--- src/rtl/str_match_pkg.sv ---
// Shared sizing helpers and default pattern for the programmable string matcher.
package str_match_pkg;

  // Width needed to hold a pattern length 0..max_len.
  function automatic int len_w(input int max_len);
    return $clog2(max_len + 1);
  endfunction

  // Width needed to index one pattern character 0..max_len-1.
  function automatic int addr_w(input int max_len);
    return $clog2(max_len);
  endfunction

  // The pattern the original fixed-function finder looked for.
  localparam int                        DEFAULT_LEN = 6;
  localparam logic [8*DEFAULT_LEN-1:0]  DEFAULT_PAT = "Welcom";

endpackage

--- src/rtl/char_window.sv ---
// History window for the matcher: shift register of past characters
// (newest at hist[0]) plus a saturating count of valid entries.
module char_window
  import str_match_pkg::*;
#(
  parameter  int DATA_W  = 8,
  parameter  int MAX_LEN = 8,
  localparam int LEN_W   = len_w(MAX_LEN)
) (
  input  logic                             clk,
  input  logic                             rst_n,
  input  logic                             shift,
  input  logic                             flush,
  input  logic [DATA_W-1:0]                din,
  output logic [MAX_LEN-1:0][DATA_W-1:0]   hist,
  output logic [LEN_W-1:0]                 fill
);

  logic [MAX_LEN-1:0][DATA_W-1:0] hist_q, hist_d;
  logic [LEN_W-1:0]               fill_q, fill_d;

  // Next window: flush empties it, otherwise a shift pushes din in at the newest end.
  always_comb begin
    hist_d = hist_q;
    fill_d = fill_q;
    if (flush) begin
      hist_d = '0;
      fill_d = '0;
    end else if (shift) begin
      hist_d = {hist_q[MAX_LEN-2:0], din};
      if (fill_q != LEN_W'(MAX_LEN)) begin
        fill_d = fill_q + LEN_W'(1);
      end
    end
  end

  // Window state registers.
  always_ff @(posedge clk or negedge rst_n) begin
    if (!rst_n) begin
      hist_q <= '0;
      fill_q <= '0;
    end else begin
      hist_q <= hist_d;
      fill_q <= fill_d;
    end
  end

  assign hist = hist_q;
  assign fill = fill_q;

endmodule

--- src/rtl/str_match_counter.sv ---
// Runtime-programmable string matcher: compares the newest len characters of
// the stream against a configured pattern and counts matches.
module str_match_counter
  import str_match_pkg::*;
#(
  parameter  int DATA_W  = 8,
  parameter  int MAX_LEN = 8,
  parameter  int CNT_W   = 4,
  localparam int LEN_W   = len_w(MAX_LEN),
  localparam int ADDR_W  = addr_w(MAX_LEN)
) (
  input  logic              clk,
  input  logic              rst_n,
  input  logic              dv,
  input  logic [DATA_W-1:0] data,
  input  logic              cfg_we,
  input  logic [ADDR_W-1:0] cfg_addr,
  input  logic [DATA_W-1:0] cfg_char,
  input  logic [LEN_W-1:0]  cfg_len,
  input  logic              overlap_en,
  input  logic              cnt_clr,
  output logic [CNT_W-1:0]  num,
  output logic              get_flag,
  output logic              cnt_sat
);

  logic [MAX_LEN-1:0][DATA_W-1:0] pat_q, pat_d;
  logic [LEN_W-1:0]               len_q, len_d;
  logic [CNT_W-1:0]               num_q, num_d;
  logic                           flag_q, flag_d;
  logic                           sat_q, sat_d;

  logic [MAX_LEN-1:0][DATA_W-1:0] hist;
  logic [LEN_W-1:0]               fill;
  logic [DATA_W-1:0]              cand [MAX_LEN];
  logic [ADDR_W-1:0]              pidx;
  logic                           win_eq;
  logic                           len_ok;
  logic                           fill_ok;
  logic                           match;
  logic                           win_shift;
  logic                           win_flush;

  // The oldest history entry keeps the window MAX_LEN deep but a len-long
  // compare only ever reaches back len-1 entries behind the incoming char.
  logic unused_oldest;
  assign unused_oldest = ^hist[MAX_LEN-1];

  // A config write discards any coincident beat; a non-overlapping match
  // restarts the window so the next match needs len fresh characters.
  assign win_shift = dv & ~cfg_we;
  assign win_flush = cfg_we | (match & ~overlap_en);

  char_window #(
    .DATA_W  (DATA_W),
    .MAX_LEN (MAX_LEN)
  ) u_window (
    .clk   (clk),
    .rst_n (rst_n),
    .shift (win_shift),
    .flush (win_flush),
    .din   (data),
    .hist  (hist),
    .fill  (fill)
  );

  assign len_ok  = (len_q != '0) && (len_q <= LEN_W'(MAX_LEN));
  assign fill_ok = ((LEN_W+1)'(fill) + (LEN_W+1)'(1)) >= (LEN_W+1)'(len_q);

  // Full-window compare: candidate k (0 = incoming char) must equal pat[len-1-k].
  always_comb begin
    cand[0] = data;
    for (int k = 1; k < MAX_LEN; k++) begin
      cand[k] = hist[k-1];
    end
    win_eq = 1'b1;
    pidx   = '0;
    for (int k = 0; k < MAX_LEN; k++) begin
      if (LEN_W'(k) < len_q) begin
        pidx = ADDR_W'(len_q - LEN_W'(k) - LEN_W'(1));
        if (cand[k] != pat_q[pidx]) begin
          win_eq = 1'b0;
        end
      end
    end
  end

  assign match = dv & ~cfg_we & len_ok & fill_ok & win_eq;

  // Pattern character and length registers.
  always_comb begin
    pat_d = pat_q;
    len_d = len_q;
    if (cfg_we) begin
      pat_d[cfg_addr] = cfg_char;
      len_d           = cfg_len;
    end
  end

  // Saturating counter; clear beats a coincident match but the pulse still fires.
  always_comb begin
    num_d = num_q;
    if (cnt_clr) begin
      num_d = '0;
    end else if (match && (num_q != '1)) begin
      num_d = num_q + CNT_W'(1);
    end
    flag_d = match;
    sat_d  = (num_d == '1);
  end

  // Config, counter and flag registers.
  always_ff @(posedge clk or negedge rst_n) begin
    if (!rst_n) begin
      pat_q  <= '0;
      len_q  <= '0;
      num_q  <= '0;
      flag_q <= 1'b0;
      sat_q  <= 1'b0;
    end else begin
      pat_q  <= pat_d;
      len_q  <= len_d;
      num_q  <= num_d;
      flag_q <= flag_d;
      sat_q  <= sat_d;
    end
  end

  assign num      = num_q;
  assign get_flag = flag_q;
  assign cnt_sat  = sat_q;

endmodule

--- config.mk ---
export PLATFORM = sky130hd
export DESIGN_NAME = str_match_counter
export DESIGN_NICKNAME = d
export VERILOG_FILES = /design/src/rtl/str_match_pkg.sv /design/src/rtl/char_window.sv /design/src/rtl/str_match_counter.sv
export SDC_FILE = /design/constraint.sdc
export NUM_CORES = 1
export LEC_CHECK = 0
export CORE_UTILIZATION = 60
export CTS_CLUSTER_DIAMETER = 40
export DETAILED_ROUTE_END_ITERATION = 7
export DONT_BUFFER_PORTS = 1
export PLACE_DENSITY = 0.76
export SETUP_SLACK_MARGIN = 0.3
export SLEW_MARGIN = 20
export SYNTH_ARGS = -nofsm -noshare
export SYNTH_HDL_FRONTEND = slang
export SYNTH_SLANG_ARGS = --single-unit
--- constraint.sdc ---
create_clock -name clk -period 12.6 [get_ports clk]
set_input_delay 3.15 -clock clk [delete_from_list [all_inputs] [get_ports clk]]
set_output_delay 3.15 -clock clk [all_outputs]
set_load 0.01 [all_outputs]
==> results of run 1 <==
## synthesized netlist by cell type (all sizes together) (2+ instances only)
cell	n	share of area, %
o21ai	17	0.90
mux2	65	7.7
nor2	73	2.9
mux2i	122	13
nor3b	2	0.16
nand4	13	0.86
nand3	6	0.32
nand2b	6	0.40
nor2b	4	0.26
nand4b	3	0.28
mux4	70	17
buf	30	2.7
o22ai	8	0.53
nand2	27	1.1
ha	11	1.5
nor3	4	0.21
and3	3	0.20
or2	2	0.16
clkbuf	16	0.63
a32oi	7	0.65
xnor2	84	7.8
inv	11	0.44
o211ai	4	0.32
nor4	10	0.73
xor2	11	1.2
a21oi	6	0.32
dfrtp	134	35
o221ai	2	0.19
## metal layers
metal / vias up / share of wire, % / global-route usage [%]
li1: 2860 / - / -
met4: 0 / 2.0 / 9.20
met3: 40 / 7.9 / 6.78
met2: 339 / 48 / 49.3
met5: - / 0 / 0
met1: 3503 / 42 / 45.0
## final timing paths
path                                               start                             to  slack [ns]
max in group asynchronous                          rst_n           len_q[0]$_DFFE_PN0P_       10.03
max reg2reg                         len_q[2]$_DFFE_PN0P_  u_window.hist[21]$_DFFE_PN0P_        6.59
min reg2reg                u_window.hist[48]$_DFFE_PN0P_  u_window.hist[48]$_DFFE_PN0P_        0.55
min in group asynchronous                          rst_n   u_window.hist[2]$_DFFE_PN0P_        2.42
min                        u_window.hist[48]$_DFFE_PN0P_  u_window.hist[48]$_DFFE_PN0P_        0.55
max                                 len_q[2]$_DFFE_PN0P_  u_window.hist[21]$_DFFE_PN0P_        6.59
## state kept, by name (all words and copies together), names as in the netlist
signal,flops
u_window.hist,56
len_q,4
cnt_sat,1
u_window.fill,4
get_flag,1
pat_q,64
num,4
## layout make-up
| type | instances | share of cell area, % |
|---|---|---|
| Tap cell | 211 | 2.64 |
| Sequential cell | 134 | 33.5 |
| Clock buffer | 24 | 4.81 |
| Multi-Input combinational cell | 580 | 57.7 |
| Timing Repair Buffer | 6 | 0.450 |
| Clock inverter | 7 | 0.487 |
| Inverter | 11 | 0.412 |
## through the flow
stage	power [mW]	hold WS [ns]	std cells	instance area (um^2)
floorplan	0.988	0.508	771	9460
global placement	1.09	0.522	942	9490
detailed placement	1.12	0.542	942	9490
CTS	1.56	0.554	973	10000
global route	1.63	0.576	973	10000
finish	1.57	0.554	973	10000
## logic make-up (layout without fill, tap and decap cells)
logic type / after synthesis / after routing / synth area share (%)
mux: 257 / 257 / 37.8
fa+ha+maj: 11 / 11 / 1.45
simple gates: 157 / 157 / 7.85
compound gates: 59 / 59 / 4.47
flops: 134 / 134 / 35.4
buf+inv: 57 / 48 / 3.75
xor+xnor: 96 / 96 / 9.23
## where the power goes
part	leakage, nW	total, mW	internal [mW]	switching, mW
Sequential	1.73	0.569	0.481	0.0873
Clock	0.248	0.445	0.265	0.180
Combinational	2.14	0.556	0.290	0.266
## worst max-delay path, stage by stage, from the launching register on
cell and delay, ns:
dfrtp_1 0.32, buf_4 0.33, inv_1 0.45, ha_1 1.18
mux4_2 0.61, mux2i_1 0.31, xor2_1 0.27, o21ai_0 0.13
nor4_1 0.43, o211ai_1 0.17, a2111o_1 0.54, or2_4 0.29
o21bai_4 0.11, buf_4 0.52, nor2_1 0.13
==> results.md, run 1 <==
* Status: finished clean
* GR Util All Layers at 31.6%
* Htree depth at 4
* Layout overhead on the synthesized area at 5.83%
* Setup Skew at 0.00615 ns
* First-pass GRT wire length at 38000 um
* Synth Register Bits at 134
* Root buf cell: clkbuf_16
* Pre-CTS WS at 6.63 ns
* DPL Wire Length at 17500 um
* Sequential area share after synthesis at 35.4%
* MaxCap Viol Count at 0
* Post-Syn Area at 9460 um^2
* Post-CTS Setup Repair Bufs at 0
* Final antenna-violating net count at 0
* Number of vias per cell at 6.93
* Wire length per cell at 24.7 um
* Largest net degree at the start of global routing at 135
* RSZ-0062 raised after global routing: no
* Initial core utilization at 61.8%
* Hold Crit Class: reg -> reg
* PostCTS Resize Cnt at 0
* Leakage at 4.11 nW
* Commonest non-fill, non-tap cell in the layout: dfrtp_1
* TNS Setup at 0 ns
* Final worst path period need at 6.01 ns
* Clock transition at path regs at 0.06 ns
* Multi-input logic area at 5780 um^2
* CTS tree: done
* Seq. cell area at 3360 um^2
* Worst slew margin relative to its limit at 26.9%
* Avg Inst Size Synth at 12.3 um^2
* Crit path DAT at 6.29 ns
* Placer Congestion at 0.985
* Hold Fails Final Rpt at 0
* Reg2reg path depth at 14
* # setup viols final at 0
* Post-Synthesis Cells at 771
* Fraction of registers with async set/reset at 100%
* CTS buffer count at 17
* Core Region at 15300 um^2
* Least-Margin Pin Slew at 1.10 ns
* # IOs at 35
* Number of global-route vias before repair at 6485
* Drt drc at 0
* # nets final at 790
* CTS sink count at 134
* Initial antenna violation count at 0
* # rows at 45
* Die span in x at 128 um
* CP max FO at 60
* Mapped Nets at 811
* Die Y at 128 um
* Synth cell types at 57
* Util after Layout at 65.4%
* Period Utilization, post-route at 47.7%
* Total Wirelength at 24100 um
* VDD IR max at 0.157 mV
* Setup crit end kind: register
* # hold bufs at CTS at 0
* # diodes at 0
* CP required at 12.88 ns
* Ys flop type: dfrtp_1
* Vias at 6742
* Die area at 16300 um^2
* Fill count at 1154
* Max-slew violations at 0
* Worst Setup Start Kind: register
* Most frequent cells in the layout: 133 x dfrtp_1, 122 x mux2i_1, 84 x xnor2_1
* PnR worst setup slack at 6.59 ns
* Bufs on Longest Clock Path at 2
* Post-synth EDFFs at 0
* Drt pass-1 iters at 5
* Share of layout cells above drive strength 1 at 22.0%
* Hold Crit Depth at 2
* Grt total ovfl at 0
* F_max at 0.166 GHz
* Clock Latency Late Sink at 0.43 ns
* CP Class: reg -> reg
* Number of port buffers at 0
* Initial drt markers at 826
* Power Density at 157 nW/um^2
* Yosys warnings at 0
No activity file was read; power rests on OpenSTA's default activity.
==> run 2, diff against run 1 <==
Settings changed: CORE_UTILIZATION 60 to 59, PLACE_DENSITY 0.76 to 0.78.
Clock period 12.6 ns to 5.1 ns, I/O delays scaled along.
==> results.md, run 2 (synthesized netlist as in run 1, its figures left out) <==
* Setup crit end kind: register
* CP Class: reg -> reg
* Fill count at 1167
* Worst Setup Start Kind: register
* Grt total ovfl at 0
* Bufs on Longest Clock Path at 2
* Top reg by flops: pat_q
* F_max at 0.220 GHz
* Initial drt markers at 823
* Initial antenna violation count at 0
* Clock share of power at 31.6%
* First-pass GRT wire length at 37900 um
* Largest net degree at the start of global routing at 135
* Util after Layout at 66.0%
* Power share of the sequential group at 34.5%
* Commonest non-fill, non-tap cell in the layout: dfrtp_1
* CP max FO at 60
* Share of total power in combinational logic at 33.8%
* Period Utilization, post-route at 89.2%
* Max-slew violations at 0
* Cell count after placement at 947
* Vias at 6662
* Clock Latency Late Sink at 0.43 ns
* TNS Setup at 0 ns
* CTS sink count at 134
* Least-Margin Pin Slew at 0.988 ns
* Sw Ratio at 32.8%
* RSZ-0062 raised after global routing: no
* Layout overhead on the synthesized area at 7.63%
* # diodes at 0
* Power, Total at 4.08 mW
* P_sw at 1.34 mW
* MaxCap Viol Count at 0
* Placer Congestion at 0.966
* # rows at 45
* Htree depth at 4
* GR Util All Layers at 31.3%
* Setup Skew at 0.0112 ns
* Die Y at 129 um
* # nets final at 795
* Drt pass-1 iters at 5
* # setup viols final at 0
* Share of layout cells above drive strength 1 at 23.0%
* Die area at 16600 um^2
* DPL Wire Length at 17700 um
* CP required at 5.40 ns
* CTS buffer count at 17
* Initial core utilization at 61.3%
* Drt drc at 0
* Max FFs per register at 64
* # hold bufs at CTS at 0
* Number of vias per cell at 6.80
* Wire length per cell at 24.6 um
* Most frequent cells in the layout: 133 x dfrtp_1, 122 x mux2i_1, 84 x xnor2_1
* VDD IR max at 0.341 mV
* Number of global-route vias before repair at 6504
* Final worst path period need at 4.55 ns
* Non-filler cells, final at 979
* Die span in x at 129 um
* CTS tree: done
* Clock transition at path regs at 0.06 ns
* Total Wirelength at 24100 um
* Leakage at 4.20 nW
* Hold Crit Class: in -> async
* Number of port buffers at 0
* # IOs at 35
* Final antenna-violating net count at 0
* Hold Fails Final Rpt at 0
* Power Density at 400 nW/um^2
* Worst slew margin relative to its limit at 33.9%
* Crit path DAT at 4.84 ns
* Internal at 2.74 mW
* Status: finished clean
* Min Hold Slack at 0.547 ns
* Core Region at 15400 um^2
* Root buf cell: clkbuf_16
-- run 2: repair_timing --
item / in CTS / in global routing
setup buffers: 0 / 0
resized for setup: 0 / 1
setup endpoints to repair: 0 / 61
-- run 2: layout make-up --
class	instances	area (um^2)	share of cell area, %
multi-input combinational	580	5790	56.8
sequential	134	3360	33.0
clock buffer	22	484	4.75
tap	211	264	2.59
clock inverter	10	144	1.41
timing repair buffer	11	108	1.06
inverter	11	41.3	0.405
-- run 2: power by group through the flow --
| stage | Combinational (mW) | Clock (mW) | Sequential [mW] |
|---|---|---|---|
| floorplan | 1.11 | 0 | 1.33 |
| global route | 1.46 | 1.35 | 1.43 |
| finish | 1.38 | 1.29 | 1.41 |
| CTS | 1.36 | 1.30 | 1.40 |
| detailed placement | 1.36 | 0 | 1.41 |
| global placement | 1.33 | 0 | 1.39 |
-- run 2: critical path, cell delays in order (launching register included) --
cell	delay, ns
dfrtp_1	0.35
inv_1	0.15
ha_1	0.61
mux4_2	0.56
mux2i_1	0.28
xor2_1	0.30
o2111ai_1	0.16
nor4_1	0.52
o211ai_1	0.18
a2111o_1	0.51
or2_4	0.28
o21bai_4	0.14
buf_12	0.26
nor2_1	0.10
-- run 2: worst paths after layout --
| check | to | cells past startpoint | slack [ns] | startpoint |
|---|---|---|---|---|
| max in group asynchronous | pat_q[34]$_DFFE_PN0P_ | 0 | 4.26 | rst_n |
| worst max register to register | u_window.hist[30]$_DFFE_PN0P_ | 13 | 0.55 | len_q[1]$_DFFE_PN0P_ |
| worst min-delay path | u_window.hist[53]$_DFFE_PN0P_ | 0 | 0.55 | rst_n |
| worst max-delay path | u_window.hist[30]$_DFFE_PN0P_ | 13 | 0.55 | len_q[1]$_DFFE_PN0P_ |
| worst min register to register | u_window.hist[54]$_DFFE_PN0P_ | 2 | 0.56 | u_window.hist[54]$_DFFE_PN0P_ |
| min in group clk | u_window.hist[54]$_DFFE_PN0P_ | 2 | 0.56 | u_window.hist[54]$_DFFE_PN0P_ |
-- run 2: metal layers --
layer / wire length (um) / part of all wire, % / vias up / GRT usage [%]
met5: 0 / 0 / - / 0
met4: 760 / 3.2 / 0 / 12.4
met3: 1880 / 7.8 / 47 / 6.74
met2: 11100 / 46 / 300 / 46.5
met1: 10400 / 43 / 3436 / 45.1
li1: - / - / 2879 / -
-- run 2: through the flow --
stage,instance area [um^2],worst slack (ns)
after floorplan,9460,0.825
after global placement,9550,0.624
after detailed placement,9550,0.549
after CTS,10200,0.529
after global routing,10200,0.389
final,10200,0.553
==> run 3, diff against run 2 <==
Clock period 5.1 ns to 3.7 ns, I/O delays scaled along.
==> results.md, run 3 (synthesized netlist as in run 1, its figures left out) <==
* Wire length on met2 at 13700 um
* # rows at 45
* Max-slew violations at 0
* Drt pass-1 iters at 7
* CP required at 4.01 ns
* Top sig layer: met4
* Routed met3 length at 2560 um
* TNS Setup at -18.73 ns
* Root buf cell: clkbuf_16
* Htree depth at 4
* Drt drc at 0
* Largest net degree at the start of global routing at 135
* Grt total ovfl at 0
* Status: finished with violations
* Commonest non-fill, non-tap cell in the layout: dfrtp_1
* Violations in the final reports: negative setup slack
* Initial antenna violation count at 0
* Util after Layout at 74.8%
* Die Y at 129 um
* Fill count at 965
* Top reg by flops: pat_q
* Setup Skew at 0.0143 ns
* Bufs on Longest Clock Path at 2
* First-pass GRT wire length at 42300 um
* CP max FO at 6
* Power share of the sequential group at 32.3%
* Share of total power in combinational logic at 40.7%
* Worst slew margin relative to its limit at 53.5%
* Die area at 16600 um^2
* # hold bufs at CTS at 0
* Internal at 3.98 mW
* DPL Wire Length at 19200 um
* Max FFs per register at 64
* Final worst path period need at 4.02 ns
* P_sw at 2.11 mW
* Initial drt markers at 971
* Clock share of power at 27.0%
* Die span in x at 129 um
* RSZ-0062 raised after global routing: yes
* Wire length per cell at 26.4 um
* Placer Congestion at 1.05
* VDD IR max at 0.453 mV
* Crit path DAT at 4.33 ns
* Power Density at 528 nW/um^2
* Number of global-route vias before repair at 7179
* Vias at 7395
* CTS tree: done
* Setup crit end kind: register
* Worst Setup Start Kind: register
* Share of layout cells above drive strength 1 at 39.7%
* Least-Margin Pin Slew at 0.696 ns
* CTS sink count at 134
* Number of port buffers at 0
* Clock transition at path regs at 0.06 ns
* Hold Fails Final Rpt at 0
* Number of vias per cell at 6.88
* F_max at 0.249 GHz
* Total Wirelength at 28400 um
* Layout overhead on the synthesized area at 21.9%
* Leakage at 4.74 nW
* # diodes at 0
* # nets final at 891
* CP Class: reg -> reg
* Clock Latency Late Sink at 0.43 ns
* Period Utilization, post-route at 109%
* Most frequent cells in the layout: 133 x dfrtp_1, 114 x mux2i_1, 83 x buf_4
* GR Util All Layers at 34.9%
* Sw Ratio at 34.7%
* # IOs at 35
* Final antenna-violating net count at 0
* Fin area at 11500 um^2
* CTS buffer count at 17
* PnR worst setup slack at -0.321 ns
* M1 wire length at 10900 um
* Hold Crit Class: in -> async
* MaxCap Viol Count at 0
* Core Region at 15400 um^2
* Initial core utilization at 61.3%
* Dpl cell area at 10100 um^2
* # setup viols final at 65
==> run 3: layer usage <==
layer / up-vias / global-route usage [%]
met4: 0 / 14.4
li1: 3063 / -
met1: 3733 / 47.3
met5: - / 0
met2: 491 / 54.3
met3: 108 / 8.27
==> run 3: path summary, 6_finish.rpt <==
path,start,end,slack (ns),depth (start not counted)
max in group asynchronous,rst_n,u_window.hist[15]$_DFFE_PN0P_,3.37,0
min,rst_n,u_window.hist[21]$_DFFE_PN0P_,0.19,0
min reg2reg,u_window.hist[53]$_DFFE_PN0P_,u_window.hist[53]$_DFFE_PN0P_,0.55,2
min in group clk,u_window.hist[53]$_DFFE_PN0P_,u_window.hist[53]$_DFFE_PN0P_,0.55,2
max,len_q[2]$_DFFE_PN0P_,u_window.hist[22]$_DFFE_PN0P_,-0.32,15
max reg2reg,len_q[2]$_DFFE_PN0P_,u_window.hist[22]$_DFFE_PN0P_,-0.32,15
==> run 3: repair_timing <==
| action | CTS | global route |
|---|---|---|
| setup endpoints to repair | 66 | 66 |
| resized for setup | 35 | 85 |
| cloned | 5 | 5 |
| setup buffers | 10 | 7 |
| pin swaps | 16 | 43 |
==> run 3: power by group through the flow <==
stage                     sequential (mW)  clock, mW  combinational (mW)
after floorplan                      1.83          0                1.57
final                                1.97       1.65                2.48
after CTS                            1.93       1.65                2.30
after global routing                 1.98       1.71                2.59
after global placement               1.92          0                2.11
after detailed placement             1.96          0                2.18
==> run 3: per-stage QoR <==
stage / power [mW] / cells / hold slack (ns) / worst slack, ns
2_1_floorplan: 3.40 / 771 / 0.508 / -0.0577
3_3_place_gp: 4.03 / 1016 / 0.525 / -0.273
3_5_place_dp: 4.13 / 1016 / 0.542 / -0.415
4_1_cts: 5.89 / 1063 / 0.182 / -0.199
5_1_grt: 6.28 / 1075 / 0.179 / -0.410
6_report: 6.09 / 1075 / 0.193 / -0.321
==> run 3: area by class of cell <==
cell class,instances,area (um^2),share of cell area (%)
sequential,134,3360,29.1
timing repair buffer,107,1120,9.70
inverter,11,48.8,0.423
clock buffer,22,474,4.11
multi-input combinational,580,6180,53.5
clock inverter,10,97.6,0.846
tap,211,264,2.29
==> run 3: critical path, cell delays in order, from the launching register on <==
cell and delay, ns:
dfrtp_1 0.41, inv_2 0.08, ha_4 0.30, clkbuf_16 0.15, mux4_2 0.51, mux2i_2 0.24, xor2_1 0.27, o2111ai_2 0.16
nor4_2 0.36, o211ai_1 0.13, a2111o_1 0.45, or2_4 0.28, o21bai_4 0.19, buf_6 0.18, clkbuf_16 0.17, nor2_2 0.04
